### config.mk
export PLATFORM = sky130hd
export DESIGN_NAME = tiger_muldiv
export DESIGN_NICKNAME = d
export VERILOG_FILES = /design/src/rtl/tiger_defines.sv /design/src/rtl/tiger_divider_core.sv /design/src/rtl/tiger_muldiv.sv
export SDC_FILE = /design/constraint.sdc
export NUM_CORES = 2
export LEC_CHECK = 0
export ABC_AREA = 1
export CORE_ASPECT_RATIO = 2
export CORE_MARGIN = 8
export CORE_UTILIZATION = 45
export DETAILED_ROUTE_END_ITERATION = 10
export HOLD_SLACK_MARGIN = 0.06
export SYNTH_ARGS = -nofsm -noshare
export SYNTH_HDL_FRONTEND = slang
export SYNTH_SLANG_ARGS = --single-unit
### constraint.sdc
create_clock -name clk -period 18.69 [get_ports clk]
set_clock_uncertainty 0.2 [all_clocks]
set_input_delay 3.738 -clock clk [delete_from_list [all_inputs] [get_ports clk]]
set_output_delay 3.738 -clock clk [all_outputs]
set_load 0.005 [all_outputs]
### src/rtl/tiger_defines.sv
// -----------------------------------------------------------------------------
// tiger_defines
// Shared definitions for the multiply/divide unit:
//   - MD_* opcode encodings as seen on opEx
//   - ST_* FSM state encodings
//   - DIV_ITER (restoring iterations) and DIV_CYCLES (iterations + sign fix)
//   - md_flags_t: per-operation attributes captured when an op is accepted
//   - abs32(): magnitude helper; 0x80000000 maps to itself and is then
//     treated as the unsigned value 2^31
// -----------------------------------------------------------------------------
package tiger_defines;

  localparam logic [2:0] MD_MULT  = 3'd0;
  localparam logic [2:0] MD_MULTU = 3'd1;
  localparam logic [2:0] MD_DIV   = 3'd2;
  localparam logic [2:0] MD_DIVU  = 3'd3;
  localparam logic [2:0] MD_MTHI  = 3'd4;
  localparam logic [2:0] MD_MTLO  = 3'd5;
  localparam logic [2:0] MD_MFHI  = 3'd6;
  localparam logic [2:0] MD_MFLO  = 3'd7;

  localparam logic [1:0] ST_IDLE = 2'd0;
  localparam logic [1:0] ST_MUL  = 2'd1;
  localparam logic [1:0] ST_DIV  = 2'd2;
  localparam logic [1:0] ST_FIX  = 2'd3;

  localparam int DIV_ITER   = 32;
  localparam int DIV_CYCLES = DIV_ITER + 1;

  typedef struct packed {
    logic is_signed;  // MULT or DIV
    logic a_neg;      // signed op with negative dividend / multiplicand
    logic q_neg;      // signed op whose operand signs differ
    logic div_zero;   // divisor was zero
    logic early;      // divide resolved without iterating
  } md_flags_t;

  function automatic logic [31:0] abs32(input logic [31:0] v, input logic is_signed);
    return (is_signed && v[31]) ? (~v + 32'd1) : v;
  endfunction

endpackage

### src/rtl/tiger_divider_core.sv
// -----------------------------------------------------------------------------
// tiger_divider_core
// Iterative restoring 32-bit unsigned divider, one quotient bit per cycle.
// A start_i pulse loads the operands; DIV_ITER cycles later done_o is high
// for the cycle in which the final iteration is committed, and the results
// are held on quotient_o/remainder_o from the following cycle onward.
// A zero divisor naturally yields quotient 0xFFFFFFFF, remainder = dividend.
// Ports:
//   clk, reset_n     clock, asynchronous active-low reset
//   start_i          load operands and begin iterating
//   dividend_i[31:0] unsigned dividend
//   divisor_i[31:0]  unsigned divisor
//   done_o           last iteration is being committed this cycle
//   quotient_o[31:0] quotient
//   remainder_o[31:0] remainder
// -----------------------------------------------------------------------------
module tiger_divider_core
  import tiger_defines::*;
(
  input  logic        clk,
  input  logic        reset_n,
  input  logic        start_i,
  input  logic [31:0] dividend_i,
  input  logic [31:0] divisor_i,
  output logic        done_o,
  output logic [31:0] quotient_o,
  output logic [31:0] remainder_o
);

  logic        run_q, run_d;
  logic [5:0]  cnt_q, cnt_d;
  logic [31:0] quo_q, quo_d;
  logic [31:0] rem_q, rem_d;
  logic [31:0] dvs_q, dvs_d;

  // Shifted partial remainder and trial subtraction are 33 bits wide: bit 32
  // of the trial is the borrow that decides the quotient bit.
  logic [32:0] rem_shift;
  logic [32:0] trial;

  assign rem_shift = {rem_q, quo_q[31]};
  assign trial     = rem_shift - {1'b0, dvs_q};

  assign done_o      = run_q && (cnt_q == 6'(DIV_ITER - 1));
  assign quotient_o  = quo_q;
  assign remainder_o = rem_q;

  always_comb begin
    // NOTE: every signal is given its hold value first so no path through
    // this block leaves a variable unassigned, which would infer a latch.
    run_d = run_q;
    cnt_d = cnt_q;
    quo_d = quo_q;
    rem_d = rem_q;
    dvs_d = dvs_q;
    if (start_i) begin
      run_d = 1'b1;
      cnt_d = '0;
      quo_d = dividend_i;
      rem_d = '0;
      dvs_d = divisor_i;
    end else if (run_q) begin
      // Dividend bits shift out of quo_q as quotient bits shift in.
      if (!trial[32]) begin
        rem_d = trial[31:0];
        quo_d = {quo_q[30:0], 1'b1};
      end else begin
        rem_d = rem_shift[31:0];
        quo_d = {quo_q[30:0], 1'b0};
      end
      cnt_d = cnt_q + 6'd1;
      if (done_o) run_d = 1'b0;
    end
  end

  always_ff @(posedge clk or negedge reset_n) begin
    if (!reset_n) begin
      run_q <= 1'b0;
      cnt_q <= '0;
      quo_q <= '0;
      rem_q <= '0;
      dvs_q <= '0;
    end else begin
      // NOTE: non-blocking assignments so every register samples the
      // pre-edge values, independent of statement order.
      run_q <= run_d;
      cnt_q <= cnt_d;
      quo_q <= quo_d;
      rem_q <= rem_d;
      dvs_q <= dvs_d;
    end
  end

endmodule

### src/rtl/tiger_muldiv.sv
// -----------------------------------------------------------------------------
// tiger_muldiv
// Multi-cycle multiply/divide unit with architectural HI/LO registers, placed
// beside the execute-stage ALU. It requests a pipeline stall while an op is
// in flight and a muldiv-class instruction is waiting in execute, and it only
// accepts an op on an edge where stallEx is low, so a held instruction is
// issued exactly once.
//   MULT/MULTU : busy MUL_CYCLES cycles, {hi,lo} = 64-bit product
//   DIV/DIVU   : busy DIV_CYCLES cycles (32 iterations + sign fix),
//                lo = quotient (truncated toward zero), hi = remainder
//                (sign of dividend); x/0 -> lo=0xFFFFFFFF, hi=x
//   MTHI/MTLO  : write rsVal, single cycle
//   MFHI/MFLO  : hiLoRead combinational
// Optional build macro TIGER_MULDIV_EARLY_OUT_EN: divides with a zero divisor
// or |dividend| < |divisor| finish after 1 busy cycle; results unchanged.
// Ports:
//   clk, reset_n        clock, asynchronous active-low reset
//   opValidEx           muldiv-class instruction in execute
//   opEx[2:0]           operation (MD_* encodings)
//   rsVal, rtVal[31:0]  forwarded operands
//   stallEx             execute stage stalled this cycle
//   stallRqEx           stall request (busy && opValidEx)
//   busy                operation in flight
//   hi, lo[31:0]        architectural HI/LO
//   hiLoRead[31:0]      HI for MFHI, LO for MFLO, else 0
// -----------------------------------------------------------------------------
module tiger_muldiv
  import tiger_defines::*;
#(
  parameter int MUL_CYCLES = 4  // 1..15
) (
  input  logic        clk,
  input  logic        reset_n,
  input  logic        opValidEx,
  input  logic [2:0]  opEx,
  input  logic [31:0] rsVal,
  input  logic [31:0] rtVal,
  input  logic        stallEx,
  output logic        stallRqEx,
  output logic        busy,
  output logic [31:0] hi,
  output logic [31:0] lo,
  output logic [31:0] hiLoRead
);

  logic [1:0]  state_q, state_d;
  logic [5:0]  cnt_q, cnt_d;
  logic [31:0] hi_q, hi_d;
  logic [31:0] lo_q, lo_d;
  logic [31:0] op_a_q, op_a_d;
  logic [31:0] op_b_q, op_b_d;
  md_flags_t   flags_q, flags_d;

  logic        accept;
  logic        is_div_op;
  logic        is_signed_op;
  logic        early_hit;
  logic        core_start;
  logic        core_done;
  logic [31:0] mag_a, mag_b;
  logic [31:0] core_quo, core_rem;
  logic [31:0] quo_fix, rem_fix;
  logic [63:0] mul_a_ext, mul_b_ext, product;

  assign busy      = (state_q != ST_IDLE);
  // Derived from busy and opValidEx only; stallEx must never feed back here.
  assign stallRqEx = busy & opValidEx;
  // The !busy term is redundant with the stall protocol but keeps a held op
  // from ever being taken twice.
  assign accept    = opValidEx & ~stallEx & ~busy;

  assign is_div_op    = (opEx == MD_DIV) || (opEx == MD_DIVU);
  assign is_signed_op = (opEx == MD_MULT) || (opEx == MD_DIV);
  assign mag_a        = abs32(rsVal, is_signed_op);
  assign mag_b        = abs32(rtVal, is_signed_op);

`ifdef TIGER_MULDIV_EARLY_OUT_EN
  assign early_hit = (rtVal == 32'd0) || (mag_a < mag_b);
`else
  assign early_hit = 1'b0;
`endif

  assign core_start = accept & is_div_op & ~early_hit;

  tiger_divider_core u_div (
    .clk         (clk),
    .reset_n     (reset_n),
    .start_i     (core_start),
    .dividend_i  (mag_a),
    .divisor_i   (mag_b),
    .done_o      (core_done),
    .quotient_o  (core_quo),
    .remainder_o (core_rem)
  );

  // Operands are held stable for the whole MUL state, so the product is a
  // multicycle path of MUL_CYCLES cycles. Truncating a 64x64 product of the
  // sign- or zero-extended operands gives the correct 64-bit result.
  assign mul_a_ext = {{32{flags_q.is_signed & op_a_q[31]}}, op_a_q};
  assign mul_b_ext = {{32{flags_q.is_signed & op_b_q[31]}}, op_b_q};
  assign product   = mul_a_ext * mul_b_ext;

  // Sign fix applied in ST_FIX to the unsigned core results.
  always_comb begin
    quo_fix = flags_q.q_neg ? (~core_quo + 32'd1) : core_quo;
    rem_fix = flags_q.a_neg ? (~core_rem + 32'd1) : core_rem;
    if (flags_q.div_zero) quo_fix = '1;
    if (flags_q.early) begin
      // Core never ran: quotient is 0 and the remainder is the dividend.
      quo_fix = flags_q.div_zero ? '1 : '0;
      rem_fix = op_a_q;
    end
  end

  always_comb begin
    state_d = state_q;
    cnt_d   = cnt_q;
    hi_d    = hi_q;
    lo_d    = lo_q;
    op_a_d  = op_a_q;
    op_b_d  = op_b_q;
    flags_d = flags_q;
    case (state_q)
      ST_IDLE: begin
        if (accept) begin
          op_a_d           = rsVal;
          op_b_d           = rtVal;
          flags_d.is_signed = is_signed_op;
          flags_d.a_neg    = is_signed_op & rsVal[31];
          flags_d.q_neg    = is_signed_op & (rsVal[31] ^ rtVal[31]);
          flags_d.div_zero = (rtVal == 32'd0);
          flags_d.early    = early_hit;
          case (opEx)
            MD_MULT, MD_MULTU: begin
              state_d = ST_MUL;
              cnt_d   = '0;
            end
            MD_DIV, MD_DIVU: state_d = early_hit ? ST_FIX : ST_DIV;
            MD_MTHI:         hi_d    = rsVal;
            MD_MTLO:         lo_d    = rsVal;
            default:         ;  // MFHI/MFLO: read only
          endcase
        end
      end
      ST_MUL: begin
        if (cnt_q == 6'(MUL_CYCLES - 1)) begin
          hi_d    = product[63:32];
          lo_d    = product[31:0];
          state_d = ST_IDLE;
        end else begin
          cnt_d = cnt_q + 6'd1;
        end
      end
      ST_DIV: begin
        if (core_done) state_d = ST_FIX;
      end
      default: begin  // ST_FIX
        hi_d    = rem_fix;
        lo_d    = quo_fix;
        state_d = ST_IDLE;
      end
    endcase
  end

  always_ff @(posedge clk or negedge reset_n) begin
    if (!reset_n) begin
      state_q <= ST_IDLE;
      cnt_q   <= '0;
      hi_q    <= '0;
      lo_q    <= '0;
      op_a_q  <= '0;
      op_b_q  <= '0;
      flags_q <= '0;
    end else begin
      state_q <= state_d;
      cnt_q   <= cnt_d;
      hi_q    <= hi_d;
      lo_q    <= lo_d;
      op_a_q  <= op_a_d;
      op_b_q  <= op_b_d;
      flags_q <= flags_d;
    end
  end

  assign hi = hi_q;
  assign lo = lo_q;

  always_comb begin
    case (opEx)
      MD_MFHI: hiLoRead = hi_q;
      MD_MFLO: hiLoRead = lo_q;
      default: hiLoRead = '0;
    endcase
  end

endmodule

==> run summary <==
The flow ran to the end, and the final reports show no timing, DRC or antenna violations. The final max-slew violation count is 0. Counting both buffers and inverters, the worst setup path holds a total of 3. The post-CTS setup buffer count came out at 0. The clock period minus final worst setup slack is 9410 ps. By area, the combinational part of the netlist is dominated by adder cells. The slowest stage of the critical path belongs to the cell clkdlybuf4s50_1. The transition at the pin with the smallest max-transition slack is 1240 ps.

The number of fillers in the final layout is 12800. The I/O pin count came out at 169. Detailed placement finished with a half-perimeter wire length of 182 mm.

The post-synthesis share of cell area spent on xor and xnor gates came out at 0.00858. The post-route DRC violation count came out at 0. The number of cells on the worst reg-to-reg path is 26.

The number of stages on the worst setup path is 5. For this run, the top clock speed supported by timing is 106 MHz. The detailed-route vias per instance came out at 5.43.

The largest incremental delay on the critical path is 570 ps. Counting stages on the worst path, the most repeated cell is clkdlybuf4s50_1. The ratio of final minimum period to clock period is 0.503. The chip height came out at 520 um.

The gate count of the mapped netlist is 7723. The maximum level of the CTS H-tree came out at 1. The die area came out at 139000 um2. The layout cell share with drive strength beyond 1 came out at 0.0259. The overflow left after global routing is 0. The adder-cell share of the synthesized area came out at 0.449.

Once placement finished, the instance area stood at 60100 um2. Counting every sink on the clock net gives 243. The quantity of gates resized following cts is 0. The aggregate global-route resource usage came out at 0.318. The net count after synthesis is 9170. The remaining antenna violation count after routing is 0.

The net count reported at finish is 9079. The CTS tree is yes. The via count of the routed design is 50700.

The standard-cell row count came out at 185. The sequential fraction of the synthesis area came out at 0.106. The total detailed-routing wirelength came out at 219 mm. Of the total synthesized cell area, the portion taken by AND, OR, NAND and NOR gates is 0.210. Broken down by cell family, the worst path's largest delay share belongs to buffers and inverters. During placement, the flow inserted port buffers numbering 168.

The longest clock path from root to sink contains 3 buffers. The area growth from synthesis to layout came out at 6.71%. In the final layout, the multi-input gates occupy 42000 um2. The pin count of the biggest net entering global routing came out at 92. The number of buffers created by CTS is 24.

The kind of start point of the critical path is an input port. The total number of yosys warnings came out at 0. The routability congestion estimate from global placement is 1.04. The prevailing post-synth register cell is dfrtp_1. The data arrival at the endpoint of the critical path is 5470 ps. The end-of-flow core utilization came out at 0.482. The library cell used most frequently in the layout, excluding fill and tap cells, is nand2_1. The sequential cells in the finished layout cover a total of 6120 um2. The number of global-route vias before repair is 54900. The average footprint of a synthesized cell came out at 7.40 um2.

The effective utilization at floorplan is 0.451. The routed wirelength normalized by instance count is 23.5 um. The core region is 127000 um2.

The final count of hold timing violations is 0. The critical path is of the in -> out type. The design area came out at 61000 um2.

In this run, synthesis inferred 0 flip-flops with an integrated enable. The min-delay analysis places its worst path in the category reg -> reg. The mux share of post-synthesis cell area is 0. Setup repair after global routing left no endpoint under its margin. For the final routed database, the setup TNS stands at 0 ps. The first detailed-routing pass ran for 7 iterations. The register clock-pin slew on the reported worst setup and hold paths came out at 70 ps.

The chip width came out at 268 um. The number of hold buffers added after CTS was 0. The synthesized cell area came out at 57100 um2. The maximum net fanout on the critical path is 32.

The first-pass GRT wire length is 329 mm. The compound-gate portion of the synthesized area is 0.0662. The post-synthesis sequential element count came out at 243. The critical path goes through clkdlybuf4s50_1 -> nand3_1 -> buf_4 -> o22ai_1 -> clkdlybuf4s50_1.

In the layout the commonest cells are nand2_1 (2092), inv_1 (2042), fa_1 (1126). The endpoint kind of the worst setup timing path is an output pin. The number of antenna violations at the first check in global routing came out at 4. The final number of setup-violating endpoints is 0. The clock root buffer is clkbuf_16.

In this run, distinct cell masters in the synthesized netlist total 56. The share of flip-flops with an asynchronous set or reset came out at 1.00. STA puts the critical path data required time at 14750 ps. The headroom to the max-slew limit is 0.164. Max-cap violations in this run came to 0. The clock network latency to the later pin of the worst-skew pair is 600 ps. The hold-critical path depth came out at 2. The initial DRC count is 3342.
-- area by class of cell --
| class | instances | share of cell area |
|---|---|---|
| clock buffer | 28 | 0.0109 |
| multi-input combinational | 5071 | 0.688 |
| inverter | 2053 | 0.126 |
| clock inverter | 16 | 0.00343 |
| tap | 1683 | 0.0345 |
| sequential | 243 | 0.100 |
| timing repair buffer | 239 | 0.0364 |
| antenna | 2 | 0.0000821 |
-- metal layers --
layer,track usage,routed length [um],up-vias
met2,0.599,118000,2057
met3,0.0350,10400,865
met1,0.306,68900,25400
met4,0.258,22400,0
met5,0,0,-
li1,-,-,22300
-- cell usage after synthesis, types with 4 or more instances --
cell      count  area [um2]
nand2_1    2094        7860
inv_1      2042        7660
fa_1       1126       22500
nor2_1      402        1510
clkbuf_1    317        1190
nand3_1     313        1570
o21ai_0     262        1310
ha_1        250        3130
dfrtp_1     243        6080
a21oi_1     205        1030
nand4_1      52         325
nor3_1       50         250
o22ai_1      47         294
xor2_1       32         280
o221ai_1     26         228
xnor2_1      24         210
a21boi_0     21         158
buf_2        21         105
o21bai_1     20         150
or2_2        18         113
a22oi_1      17         128
nand3b_1     13        97.6
o211ai_1     11        82.6
buf_1         8        30.0
inv_2         8        30.0
nor4_1        8        50.1
o31ai_1       8        60.1
a21boi_1      7        52.6
o21ai_1       7        35.0
a21o_1        6        45.0
buf_4         6        45.0
nand2_2       6        37.5
o21a_1        6        45.0
a211oi_1      5        37.5
a31oi_1       5        31.3
nor2_2        5        31.3
buf_6         4        45.0
-- tightest hold or removal path, stage by stage (launching register included) --
cell,delay (ps)
dfrtp_1,340
nand2_1,50
nand2_1,60
-- sequential cells by signal, summed over array words and instances, names as in the netlist --
signal / flops
u_div.remainder_o: 32
u_div.dvs_q: 32
u_div.run_q: 1
cnt_q: 6
lo: 32
op_a_q: 32
flags_q: 4
hi: 32
u_div.quotient_o: 32
op_b_q: 32
state_q: 2
u_div.cnt_q: 6
-- logic make-up after synthesis --
kind of cell	after synthesis
simple gates	2975
xor+xnor	56
compound gates	664
fa+ha+maj	1376
buf+inv	2409
flops	243
-- worst paths after layout --
kind                                        startpoint                     endpoint  slack [ps]
setup / recovery                               opEx[2]                 hiLoRead[10]        9280
max in group asynchronous                      reset_n       op_b_q[20]$_DFFE_PN0P_       13800
hold reg to reg            u_div.dvs_q[29]$_DFFE_PN0P_  u_div.dvs_q[29]$_DFFE_PN0P_         290
hold / removal             u_div.dvs_q[29]$_DFFE_PN0P_  u_div.dvs_q[29]$_DFFE_PN0P_         290
min in group asynchronous                      reset_n            lo[5]$_DFFE_PN0P_        2910
setup reg to reg                op_a_q[31]$_DFFE_PN0P_           hi[27]$_DFFE_PN0P_        9570
-- per-stage QoR --
step / hold WS, ps / cells / setup WS (ps)
floorplan: 249 / 7723 / 10470
global placement: 267 / 9289 / 9350
detailed placement: 266 / 9289 / 9300
CTS: 285 / 9333 / 9290
global route: 301 / 9334 / 9110
finish: 287 / 9335 / 9280
Power is not shown: default switching activity piles up to over one toggle a cycle in this logic, so the estimate is an artifact.
